==> config.mk <==
export PLATFORM = sky130hd
export DESIGN_NAME = gcd_arbiter
export DESIGN_NICKNAME = d
export VERILOG_FILES = /design/src/rtl/gcd_arb_pkg.sv /design/src/rtl/gcd_arbiter_rr_picker.sv /design/src/rtl/gcd_arbiter.sv
export SDC_FILE = /design/constraint.sdc
export NUM_CORES = 1
export LEC_CHECK = 0
export BUFFER_PORTS_ARGS = -buffer_cell sky130_fd_sc_hd__buf_2
export CORE_MARGIN = 2
export CORE_UTILIZATION = 43
export CTS_CLUSTER_DIAMETER = 200
export DETAILED_ROUTE_END_ITERATION = 16
export MAX_ROUTING_LAYER = met4
export PLACE_DENSITY = 0.76
export REMOVE_ABC_BUFFERS = 1
export SYNTH_ARGS = -nofsm -noshare
export SYNTH_HDL_FRONTEND = slang
export SYNTH_SLANG_ARGS = --single-unit
==> constraint.sdc <==
create_clock -name clk -period 1.8 [get_ports clk]
set_input_delay 0.09 -clock clk [delete_from_list [all_inputs] [get_ports clk]]
set_output_delay 0.09 -clock clk [all_outputs]
set_load 0.02 [all_outputs]
==> src/rtl/gcd_arb_pkg.sv <==
// rtl/gcd_arb_pkg.sv - shared types and defaults for the GCD round-robin arbiter
//
// Holds the arbiter state encoding and the default requester count, operand
// width and WAIT timeout used by gcd_arbiter.

package gcd_arb_pkg;

    localparam int GCD_ARB_N_REQ   = 4;
    localparam int GCD_ARB_W       = 4;
    localparam int GCD_ARB_TIMEOUT = 64;

    typedef enum logic [1:0] {
        ST_IDLE  = 2'd0,
        ST_ISSUE = 2'd1,
        ST_WAIT  = 2'd2,
        ST_RESP  = 2'd3
    } arb_state_e;

endpackage

==> src/rtl/gcd_arbiter_rr_picker.sv <==
// rtl/gcd_arbiter_rr_picker.sv - combinational round-robin priority encoder
//
// Module rr_picker: grants the first set request bit searching upward from
// last+1 (mod N_REQ), wrapping around to last itself as lowest priority.
//
// Ports:
//   req         in   N_REQ  request levels
//   last        in   IDW    id granted most recently
//   grant_id    out  IDW    winning id (0 when nothing requested)
//   grant_valid out  1      any request present

module rr_picker #(
    parameter int N_REQ = 4,
    parameter int IDW   = (N_REQ > 1) ? $clog2(N_REQ) : 1
) (
    input  logic [N_REQ-1:0] req,
    input  logic [IDW-1:0]   last,
    output logic [IDW-1:0]   grant_id,
    output logic             grant_valid
);

    function automatic logic [IDW-1:0] offset_id(input logic [IDW-1:0] base, input int k);
        return IDW'((int'(base) + k) % N_REQ);
    endfunction

    logic [IDW-1:0] idx;

    // Walk from the farthest candidate to the nearest so the nearest set bit
    // after last is the final assignment and therefore wins.
    always_comb begin
        grant_id    = '0;
        grant_valid = 1'b0;
        idx         = '0;
        for (int k = N_REQ; k >= 1; k--) begin
            idx = offset_id(last, k);
            if (req[idx]) begin
                grant_id    = idx;
                grant_valid = 1'b1;
            end
        end
    end

endmodule

==> src/rtl/gcd_arbiter.sv <==
// rtl/gcd_arbiter.sv - round-robin arbiter sharing one GCD datapath
//
// Serves N_REQ requesters one operand pair at a time: grant, issue a start
// pulse to the external GCD unit, wait for its done edge, then return the
// result with a one-cycle one-hot ack. Pairs with a zero operand bypass the
// datapath (result = x|y). Optional macro GCD_ARB_TIMEOUT_EN adds a WAIT
// watchdog of TIMEOUT cycles that answers with rsp_err=1, rsp_gcd=0.
//
// Ports:
//   clk, reset           clock, asynchronous active-low reset
//   req/x_in/y_in        per-requester request and packed operands
//   ack/rsp_gcd/rsp_err  response pulse, result, timeout flag
//   busy                 arbiter not idle
//   gcd_start/gcd_x/gcd_y  drive to the GCD unit
//   gcd_res/gcd_done     result and completion from the GCD unit

module gcd_arbiter
    import gcd_arb_pkg::*;
#(
    parameter int N_REQ   = GCD_ARB_N_REQ,
    parameter int W       = GCD_ARB_W,
    parameter int TIMEOUT = GCD_ARB_TIMEOUT
) (
    input  logic               clk,
    input  logic               reset,
    input  logic [N_REQ-1:0]   req,
    input  logic [N_REQ*W-1:0] x_in,
    input  logic [N_REQ*W-1:0] y_in,
    output logic [N_REQ-1:0]   ack,
    output logic [W-1:0]       rsp_gcd,
    output logic               rsp_err,
    output logic               busy,
    output logic               gcd_start,
    output logic [W-1:0]       gcd_x,
    output logic [W-1:0]       gcd_y,
    input  logic [W-1:0]       gcd_res,
    input  logic               gcd_done
);

    localparam int IDW = (N_REQ > 1) ? $clog2(N_REQ) : 1;

    arb_state_e     state_q, state_d;
    logic [IDW-1:0] id_q, id_d;
    logic [IDW-1:0] last_q, last_d;
    logic [W-1:0]   x_q, x_d;
    logic [W-1:0]   y_q, y_d;
    logic [W-1:0]   res_q, res_d;
    logic           done_q;
    logic           done_edge;
    logic           timeout_hit;

    logic [IDW-1:0] grant_id;
    logic           grant_valid;
    logic [W-1:0]   sel_x, sel_y;

    rr_picker #(
        .N_REQ (N_REQ),
        .IDW   (IDW)
    ) u_picker (
        .req         (req),
        .last        (last_q),
        .grant_id    (grant_id),
        .grant_valid (grant_valid)
    );

    always_comb begin
        sel_x = '0;
        sel_y = '0;
        for (int i = 0; i < N_REQ; i++) begin
            if (grant_id == IDW'(i)) begin
                sel_x = x_in[i*W +: W];
                sel_y = y_in[i*W +: W];
            end
        end
    end

    // Rising-edge detect lets both pulse-style and level-style done work and
    // keeps a done level left over from the previous operation from being
    // captured as this operation's result.
    assign done_edge = gcd_done & ~done_q;

`ifdef GCD_ARB_TIMEOUT_EN
    localparam int CW = $clog2(TIMEOUT + 1);
    localparam logic [CW-1:0] CNT_LAST = CW'(TIMEOUT - 1);

    logic [CW-1:0] cnt_q, cnt_d;
    logic          err_q, err_d;

    // Counter is held at zero outside WAIT, so it is clear on WAIT entry.
    assign timeout_hit = (cnt_q == CNT_LAST);

    always_comb begin
        cnt_d = (state_q == ST_WAIT) ? cnt_q + 1'b1 : '0;
        err_d = err_q;
        if (state_q == ST_IDLE) begin
            err_d = 1'b0;
        end else if (state_q == ST_WAIT && !done_edge && timeout_hit) begin
            err_d = 1'b1;
        end
    end

    always_ff @(posedge clk or negedge reset) begin
        if (!reset) begin
            cnt_q <= '0;
            err_q <= 1'b0;
        end else begin
            cnt_q <= cnt_d;
            err_q <= err_d;
        end
    end

    assign rsp_err = (state_q == ST_RESP) & err_q;
`else
    localparam int unused_timeout = TIMEOUT;

    assign timeout_hit = 1'b0;
    assign rsp_err     = 1'b0;
`endif

    always_comb begin
        state_d = state_q;
        id_d    = id_q;
        last_d  = last_q;
        x_d     = x_q;
        y_d     = y_q;
        res_d   = res_q;
        case (state_q)
            ST_IDLE: begin
                if (grant_valid) begin
                    id_d  = grant_id;
                    x_d   = sel_x;
                    y_d   = sel_y;
                    // gcd(0,y)=y and gcd(0,0)=0 both fall out of x|y.
                    res_d = sel_x | sel_y;
                    if (sel_x == '0 || sel_y == '0) begin
                        state_d = ST_RESP;
                    end else begin
                        state_d = ST_ISSUE;
                    end
                end
            end
            ST_ISSUE: begin
                state_d = ST_WAIT;
            end
            ST_WAIT: begin
                if (done_edge) begin
                    res_d   = gcd_res;
                    state_d = ST_RESP;
                end else if (timeout_hit) begin
                    res_d   = '0;
                    state_d = ST_RESP;
                end
            end
            ST_RESP: begin
                last_d  = id_q;
                state_d = ST_IDLE;
            end
            default: begin
                state_d = ST_IDLE;
            end
        endcase
    end

    always_ff @(posedge clk or negedge reset) begin
        if (!reset) begin
            state_q <= ST_IDLE;
            id_q    <= '0;
            last_q  <= IDW'(N_REQ - 1);
            x_q     <= '0;
            y_q     <= '0;
            res_q   <= '0;
            done_q  <= 1'b0;
        end else begin
            state_q <= state_d;
            id_q    <= id_d;
            last_q  <= last_d;
            x_q     <= x_d;
            y_q     <= y_d;
            res_q   <= res_d;
            done_q  <= gcd_done;
        end
    end

    // Outputs decode straight from state so an asynchronous reset clears
    // them immediately.
    always_comb begin
        ack = '0;
        for (int i = 0; i < N_REQ; i++) begin
            ack[i] = (state_q == ST_RESP) && (id_q == IDW'(i));
        end
    end

    assign busy      = (state_q != ST_IDLE);
    assign gcd_start = (state_q == ST_ISSUE);
    assign gcd_x     = (state_q == ST_ISSUE || state_q == ST_WAIT) ? x_q : '0;
    assign gcd_y     = (state_q == ST_ISSUE || state_q == ST_WAIT) ? y_q : '0;
    assign rsp_gcd   = (state_q == ST_RESP) ? res_q : '0;

endmodule

==> results.txt, run 1 <==
Timing would allow up to 510.7 MHz. The smallest clock period supported by the final layout is computed as 1.958 ns. The pin count of the biggest net entering global routing came out at 20. The post-synthesis instance total is 153.

The synthesized design contains 0 enable-type register cells. The number of iterations in the first detailed-routing pass came out at 4. The detail-routed via count per cell is 5.203. The number of global-route vias before repair came to 1,268. The clock tree skew after final layout is 0.002316 ns.

Setup repair after global routing could not meet its margin everywhere. Routed signal wires occupy layers up through met4. Detailed placement ended at an HPWL of 2.899 mm.

The count of standard-cell rows came out at 20. The worst hold path belongs to the class primary input to register. Yosys printed 0 warnings. The die width is 61.75 µm. The total global routing overflow came out at 0.

The first global-routing pass estimated 5.720 mm of wire. The post-detailed-route count of antenna-violating nets came out at 0. Data on the critical path is required at its endpoint by 1.98 ns. The area of the die came out at 3812 µm². The fraction of layout instances using a drive strength above 1 came out at 0.4865. The wire length on met3 came out at 206 µm. The worst setup path is of the register to register kind. Ranked by instance count, the synthesized netlist is headed by sky130_fd_sc_hd__nand2_1, sky130_fd_sc_hd__dfrtp_1, sky130_fd_sc_hd__and2_1, sky130_fd_sc_hd__mux2i_1.

Sorting the synthesized cells by area gives the leading types as sky130_fd_sc_hd__dfrtp_1, sky130_fd_sc_hd__mux2i_1, sky130_fd_sc_hd__mux2_2, sky130_fd_sc_hd__nand2_1, sky130_fd_sc_hd__and2_1. The part of the power in the clock network is 0.067. The share of total power dissipated in sequential elements is 0.243. The transition at the pin with the smallest max-transition slack is 0.5276 ns. The switching share of total power is 0.4698.

From bottom edge to top edge, the die measures 61.75 µm. TritonCTS built the clock tree. The iteration-0 DRC count of the detailed router is 66. The highest ir drop seen on vdd came out at 1.122 mV. The primary flip-flop cell chosen by synthesis mapping is sky130_fd_sc_hd__dfrtp_1. In the final layout, flip-flops and latches occupy 478.0 µm². The level count of the clock H-tree is 1. Once routing completed, OpenROAD measured the worst setup slack at -0.1583 ns. Input and output buffers added on the ports amount to 60.

CTS placed an instance of sky130_fd_sc_hd__clkbuf_4 at the clock tree root. The detailed-routing wirelength on met1 came out at 1.765 mm. The total global-route track usage came out at 0.2108. The worst-skew pair later-pin latency is 0.30 ns.

The number of hold violations in the final report came out at 0. The count of final max-slew check failures was 0. The clock input transition at the sequential cells of the worst setup and hold paths is 0.11 ns. The share of synthesized registers carrying an async set or reset is 1.000. The area added between synthesis and finish came out at 33.60%. The proportion of power drawn by combinational gates is 0.690. The count of maximum capacitance violations came out at 0. No sink is reached through more buffers than the 2 on the longest clock path. The internal power came out at 1.759 mW. The highest-delay cell along the critical path is sky130_fd_sc_hd__dfstp_2. The count of endpoints failing setup in the final report is 12. The routed layout has 1,384 vias. The number of antenna diodes is 0.

The final standard cell count with taps included and fillers excluded came out at 266. The design area came out at 1916 µm². TritonCTS created 3 clock buffers. In the final timing run, aggregate negative setup slack is -0.9570 ns. After synthesis, the netlist uses 39 different library cells.

The endpoint kind of the worst setup timing path is a register. Traced cell by cell, the critical path runs through nand2b_1 > a21oi_2 > o211ai_4 > buf_12 > mux2i_2 > mux2i_1 > o31ai_1 > o21ai_1. The initial utilization of the core area, before any placement, comes to 0.4621. The synthesis-stage register bit count is 19. The number of nets in the final layout came out at 271. The post-route fraction of the period consumed by the critical path is 1.088. The worst relative slew slack came out at 0.6459. The post-detailed-route DRC marker count is 0.

The checks that failed: negative setup slack. The data arrival time of the critical path is 2.13 ns. The mean instance size in the synthesized netlist came out at 9.372 µm². In this run the cell area of the synthesized design comes to 1434 µm². The largest total area in the synthesized netlist belongs to sky130_fd_sc_hd__dfrtp_1. The critical path's largest stage delay is 0.58 ns.

Wires add up to 3.907 mm. The routed length per placed instance is 14.69 µm. For this design the ratio of total power to cell area is 1732 nW/µm². The flow ran to the end, but the final reports show violations. The top fanout value on the critical path came out at 16. Once placement finished, the instance area stood at 1794 µm². The number of antenna violations at the first check in global routing came to 0. By instance count, the leading cell after synthesis is sky130_fd_sc_hd__nand2_1.

At the end of routability-driven placement, the weighted congestion stood at 0.8711. The number of filler instances in the final layout is 290. The core outline area came out at 3103 µm². Clock tree synthesis found a total of 19 sinks. The leakage power came out at 0.9370 nW. In this run the count of I/O pins placed on the die edge is 62.

Wire segments on met2 add up to 1.913 mm in the final route. Of the synthesized area, sequential elements account for 0.3333. The area occupied by multi-input gates came out at 939.7 µm². The share of the synthesized area in the top cell type came out at 0.2967.

The switching power of the nets came out at 1.559 mW. The worst setup path is launched from a register. The placed instance count came out at 256.
[stage by stage]
stage | hold WS [ns] | power [mW] | setup WS, ns | utilization
after floorplan | -0.2056 | 2.277 | -0.07883 | -
after global placement | 0.04946 | 2.927 | -0.1871 | 0.5782
after detailed placement | 0.05893 | 2.959 | -0.2112 | 0.5782
after CTS | 0.1526 | 3.300 | -0.1375 | 0.6141
after global routing | 0.1673 | 3.560 | -0.2459 | 0.6173
final | 0.1604 | 3.318 | -0.1583 | 0.6173
[per-layer routing]
metal | up-vias | track usage
met2 | 47 | 0.3429
met4 | 0 | 0.04863
met3 | 4 | 0.01863
met1 | 651 | 0.2863
li1 | 682 | -
met5 | - | -
[cells in the final DEF, fill, tap and decap left out, types with 2 or more instances in the layout]
cell	Yosys	routed
sky130_fd_sc_hd__mux2_2	8	7
sky130_fd_sc_hd__o21ai_0	3	3
sky130_fd_sc_hd__nand2_2	0	2
sky130_fd_sc_hd__a21oi_2	5	7
sky130_fd_sc_hd__dfrtp_1	17	17
sky130_fd_sc_hd__mux2i_1	9	8
sky130_fd_sc_hd__nor3_1	2	2
sky130_fd_sc_hd__o31ai_1	4	3
sky130_fd_sc_hd__o21ai_1	5	5
sky130_fd_sc_hd__and2_1	12	12
sky130_fd_sc_hd__nand2b_1	8	8
sky130_fd_sc_hd__dfstp_2	2	2
sky130_fd_sc_hd__inv_1	4	4
sky130_fd_sc_hd__dlygate4sd3_1	0	2
sky130_fd_sc_hd__nor2_1	4	4
sky130_fd_sc_hd__buf_2	0	60
sky130_fd_sc_hd__nor4_2	2	3
sky130_fd_sc_hd__a21oi_1	8	6
sky130_fd_sc_hd__nand2_1	23	21
sky130_fd_sc_hd__and3_1	2	2
sky130_fd_sc_hd__nor4_1	3	2
sky130_fd_sc_hd__buf_4	1	8
sky130_fd_sc_hd__clkbuf_4	0	3
sky130_fd_sc_hd__and2_4	1	2
sky130_fd_sc_hd__ha_1	5	5
sky130_fd_sc_hd__a22oi_2	4	5
[repair_timing]
| action | CTS | global route |
|---|---|---|
| hold buffers | 2 | 0 |
| buffers inserted | 3 | 0 |
| gates resized for setup | 8 | 3 |
| setup endpoints to repair | 13 | 13 |
| pin swaps | 4 | 0 |
| hold endpoints to repair | 18 | 0 |
| gates cloned | 1 | 0 |
[worst max-delay path: cells and delay by family, from the launching register on]
kind / cells / cell delay [ns]
compound gates: 4 / 0.62
flops: 1 / 0.58
mux: 2 / 0.34
buf+inv: 1 / 0.17
simple gates: 1 / 0.13
[registers in the layout, summed over array words and instances (netlist names)]
register	cells
res_q	4
x_q	4
y_q	4
id_q	2
last_q	2
state_q	2
done_q	1
[power groups by stage]
stage / logic (mW) / clock network (mW) / registers (mW)
after global placement: 2.12 / 0 / 0.806
after CTS: 2.27 / 0.231 / 0.802
after floorplan: 1.52 / 0 / 0.761
after detailed placement: 2.15 / 0 / 0.811
after global routing: 2.48 / 0.248 / 0.834
final: 2.29 / 0.223 / 0.807
[cell families after synthesis]
| group | Yosys count | share of synthesized area |
|---|---|---|
| AO/OA/AOI/OAI | 38 | 0.2086 |
| adder cells (fa/ha/maj) | 5 | 0.04363 |
| AND/OR/NAND/NOR | 61 | 0.2312 |
| buffers and inverters | 11 | 0.04712 |
| other | 1 | 0.002615 |
| flip-flops | 19 | 0.3333 |
| multiplexers | 18 | 0.1335 |
[path summary, 6_finish.rpt]
| path | start | endpoint | slack, ns | cells past startpoint |
|---|---|---|---|---|
| setup / recovery | last_q[1]$_DFFE_PN1P_ | res_q[0]$_DFFE_PN0P_ | -0.16 | 8 |
| hold / removal | gcd_res[2] | res_q[2]$_DFFE_PN0P_ | 0.16 | 4 |
| setup reg to reg | last_q[1]$_DFFE_PN1P_ | res_q[0]$_DFFE_PN0P_ | -0.16 | 8 |
| hold reg to reg | res_q[2]$_DFFE_PN0P_ | res_q[2]$_DFFE_PN0P_ | 0.49 | 2 |
| max in group asynchronous | reset | last_q[1]$_DFFE_PN1P_ | 1.21 | 2 |
| min in group asynchronous | reset | y_q[2]$_DFFE_PN0P_ | 0.25 | 2 |
[area by class of cell]
cell class | instances | area share
timing repair buffer | 71 | 0.2090
clock inverter | 1 | 0.002613
multi-input combinational | 124 | 0.4905
tap | 44 | 0.02874
clock buffer | 3 | 0.01176
sequential | 19 | 0.2495
inverter | 4 | 0.007838
(Power assumes the default switching activity.)
==> run 2, diff against run 1 <==
==> constraint.sdc (replaced) <==
create_clock -name clk -period 1.7 [get_ports clk]
set_input_delay 0.085 -clock clk [delete_from_list [all_inputs] [get_ports clk]]
set_output_delay 0.085 -clock clk [all_outputs]
set_load 0.02 [all_outputs]
==> run 2 against run 1 <==
Effect of this change:
- the run still ends with negative setup slack left
- clock power rose by 3%
- non-clock buffer count increased by 1
- global-route usage about the same
- first-iteration DRC count down 41%
- count of clock-buffer cells in the layout increased by 1
- highest routed layer unchanged
==> results.txt, run 2 (same netlist as run 1, synthesis figures left out) <==
The run finished, with violations left. The checks that failed: negative setup slack. The number of antenna diodes is 0 (unchanged). The post-route fraction of the period consumed by the critical path is 1.170 (+0.08167).

The total global-route track usage is 0.2109 (about the same). STA classifies the critical path endpoint as a register. The pin count of the biggest net entering global routing is 20 (unchanged). The worst register-to-register path ends at y_q[2]$_DFFE_PN0P_.

The total negative slack came to -2.445 ns (-1.488 ns). The category of the most critical setup path is register to register. The post-detailed-route count of antenna-violating nets came out at 0 (unchanged).

The top cell types in the final layout, fill and taps aside, are sky130_fd_sc_hd__buf_2, sky130_fd_sc_hd__nand2_1, sky130_fd_sc_hd__dfrtp_1, sky130_fd_sc_hd__and2_1. The area of the die is 3812 µm² (unchanged). The design area came out at 1936 µm² (+1.0%).

In the final layout, the registers with the most flip-flops are res_q x4, x_q x4, y_q x4. The required time at the endpoint of the critical path came out at 1.89 ns (-0.09 ns). The number of nets in the final layout is 272 (+0.37%).

The routed length per placed instance came out at 14.33 µm (-2.5%). The top fanout value on the critical path is 5 (-11). The post-detailed-route DRC marker count is 0 (unchanged). The leakage power came out at 0.9389 nW (+0.20%). The worst slack after detailed placement is -0.3470 ns (-0.1358 ns). The starting density of the core came to 0.4621 (unchanged).

The clock input transition at the sequential cells of the worst setup and hold paths came out at 0.11 ns (about the same). The number of vias in the routed layout came out at 1,400 (+1.2%). The switching share of total power is 0.4634 (-0.006478). The number of iterations in the first detailed-routing pass came out at 4 (unchanged).

The number of hold violations in the final report came out at 0 (unchanged). The transition at the pin with the smallest max-transition slack was 0.5285 ns (+0.0009326 ns). The register-to-register path setup slack came out at -0.29 ns (-0.13 ns). The switching power of the nets is 1.638 mW (+5.1%). TritonCTS built the clock tree. The global placement routability congestion came out at 0.8702 (-0.10%). The number of buffers inserted during clock tree synthesis came out at 3 (unchanged). The total global routing overflow was 0 (unchanged). The deepest clock path buffer count came out at 2 (unchanged). The type of element launching the critical path is a register. The data arrival time of the critical path is 2.18 ns (+0.05 ns).

The detailed-route wire length came out at 3.825 mm (-2.1%). The clock tree skew after final layout came out at 0.01205 ns (+0.009729 ns). The area added between synthesis and finish came out at 34.99%. The number of antenna violations at the first check in global routing came out at 0 (unchanged). The instance area after placement is 1802 µm² (+0.42%). The iteration-0 DRC count of the detailed router came out at 39 (-41%).

The estimated wirelength of the detail-placed design is 2.912 mm (+0.46%). The level count of the clock H-tree is 1 (unchanged). The startpoint identified for the worst register-to-register timing path is last_q[1]$_DFFE_PN1P_.

The end of the critical path is y_q[2]$_DFFE_PN0P_. The core outline area came out at 3103 µm² (unchanged). The count of endpoints failing setup in the final report came out at 13 (+1). The highest ir drop seen on vdd was 1.160 mV (+3.4%).

The number of clock sinks seen by CTS came out at 19 (unchanged). The count of standard-cell rows is 20 (unchanged). The slack of the critical path came out at -0.2883 ns (-0.1300 ns). The number of I/O port buffers came out at 60 (unchanged).

The proportion of power drawn by combinational gates is 0.694 (+0.004). The fraction of layout instances using a drive strength above 1 is 0.4843 (-0.002182). The register share of total power came to 0.241 (-0.002). The internal power is 1.897 mW (+7.9%).

The launch point of the worst path is last_q[1]$_DFFE_PN1P_. Setup repair after global routing could not meet its margin everywhere. The worst min-delay path category is primary input to register. The worst relative slew slack came to 0.6453 (about the same). The part of the power in the clock network is 0.065 (-0.002). The worst-skew pair later-pin latency is 0.30 ns (about the same). The number of cells on the worst reg-to-reg path came out at 8 (unchanged). The power density normalized to cell area is 1827 nW/µm² (+5.5%).

The count of maximum capacitance violations is 0 (unchanged). The number of global-route vias before repair is 1,217 (-4.0%). The first-pass GRT wire length was 5.733 mm (+0.23%). The die width is 61.75 µm (unchanged). The number of filler instances in the final layout came out at 306 (+5.5%).

The vertical extent of the die is 61.75 µm (unchanged). The post-layout utilization of the core came out at 0.6238 (+0.006451). Leaving out fill and tap cells, the most frequent cell in the layout is sky130_fd_sc_hd__buf_2. The clock root buffer is sky130_fd_sc_hd__clkbuf_4. The post-route minimum period came out at 1.988 ns (+0.03004 ns).

The count of final max-slew check failures came out at 0 (unchanged). The number of top-level pins is 62 (unchanged). The maximum achievable frequency came out at 502.9 MHz (-1.5%). The detail-routed via count per cell came out at 5.243 (+0.78%).
run 2: per-layer routing:
layer | global-route usage | routed length, µm
met1 | 0.2922 | 1710
met2 | 0.3293 | 1877
met4 | 0.02736 | 10
met5 | - | 0
met3 | 0.04348 | 227
run 2: worst max-delay path, cell delays in order (launching register included):
cell	delay, ns
sky130_fd_sc_hd__dfstp_2	0.58
sky130_fd_sc_hd__buf_4	0.12
sky130_fd_sc_hd__nand2_1	0.05
sky130_fd_sc_hd__o22a_1	0.25
sky130_fd_sc_hd__and2_4	0.22
sky130_fd_sc_hd__a21oi_2	0.13
sky130_fd_sc_hd__a22oi_2	0.13
sky130_fd_sc_hd__buf_4	0.16
sky130_fd_sc_hd__mux2_2	0.25
run 2: final cells by class:
| class | instances | area, µm² | share of cell area |
|---|---|---|---|
| Inverter | 4 | 15.01 | 0.007757 |
| Timing Repair Buffer | 72 | 407.9 | 0.2107 |
| Sequential cell | 19 | 478.0 | 0.2469 |
| Multi-Input combinational cell | 124 | 953.4 | 0.4926 |
| Tap cell | 44 | 55.05 | 0.02844 |
| Clock buffer | 4 | 26.28 | 0.01357 |
run 2: worst min-delay path by stage:
stage               start              endpoint  cells past startpoint
3_3_place_gp        reset    y_q[2]$_DFFE_PN0P_                      1
3_5_place_dp        reset    y_q[2]$_DFFE_PN0P_                      1
6_report       gcd_res[2]  res_q[2]$_DFFE_PN0P_                      4
5_1_grt        gcd_res[2]  res_q[2]$_DFFE_PN0P_                      4
4_1_cts        gcd_res[2]  res_q[2]$_DFFE_PN0P_                      4
2_1_floorplan       reset      done_q$_DFF_PN0_                      0
run 2: stage by stage:
stage / total power [mW] / instances / hold WS, ns
after floorplan: 2.411 / 146 / -0.2106
after global placement: 3.104 / 257 / 0.04574
after detailed placement: 3.136 / 257 / 0.05074
after CTS: 3.467 / 267 / 0.1441
after global routing: 3.812 / 267 / 0.1566
final: 3.535 / 267 / 0.1456
run 2: timing repair:
| item | CTS | global route |
|---|---|---|
| hold endpoints to repair | 18 | 0 |
| gates resized for setup | 4 | 8 |
| hold buffers | 2 | 0 |
| gates cloned | 1 | 0 |
| endpoints found under the setup margin | 13 | 21 |
| pin swaps | 5 | 2 |
| setup buffers | 3 | 0 |
run 2: power by group through the flow:
stage	clock, mW	sequential [mW]	combinational (mW)
3_5_place_dp	0	0.856	2.28
2_1_floorplan	0	0.806	1.60
6_report	0.230	0.851	2.45
4_1_cts	0.237	0.849	2.38
5_1_grt	0.260	0.880	2.67
3_3_place_gp	0	0.852	2.25
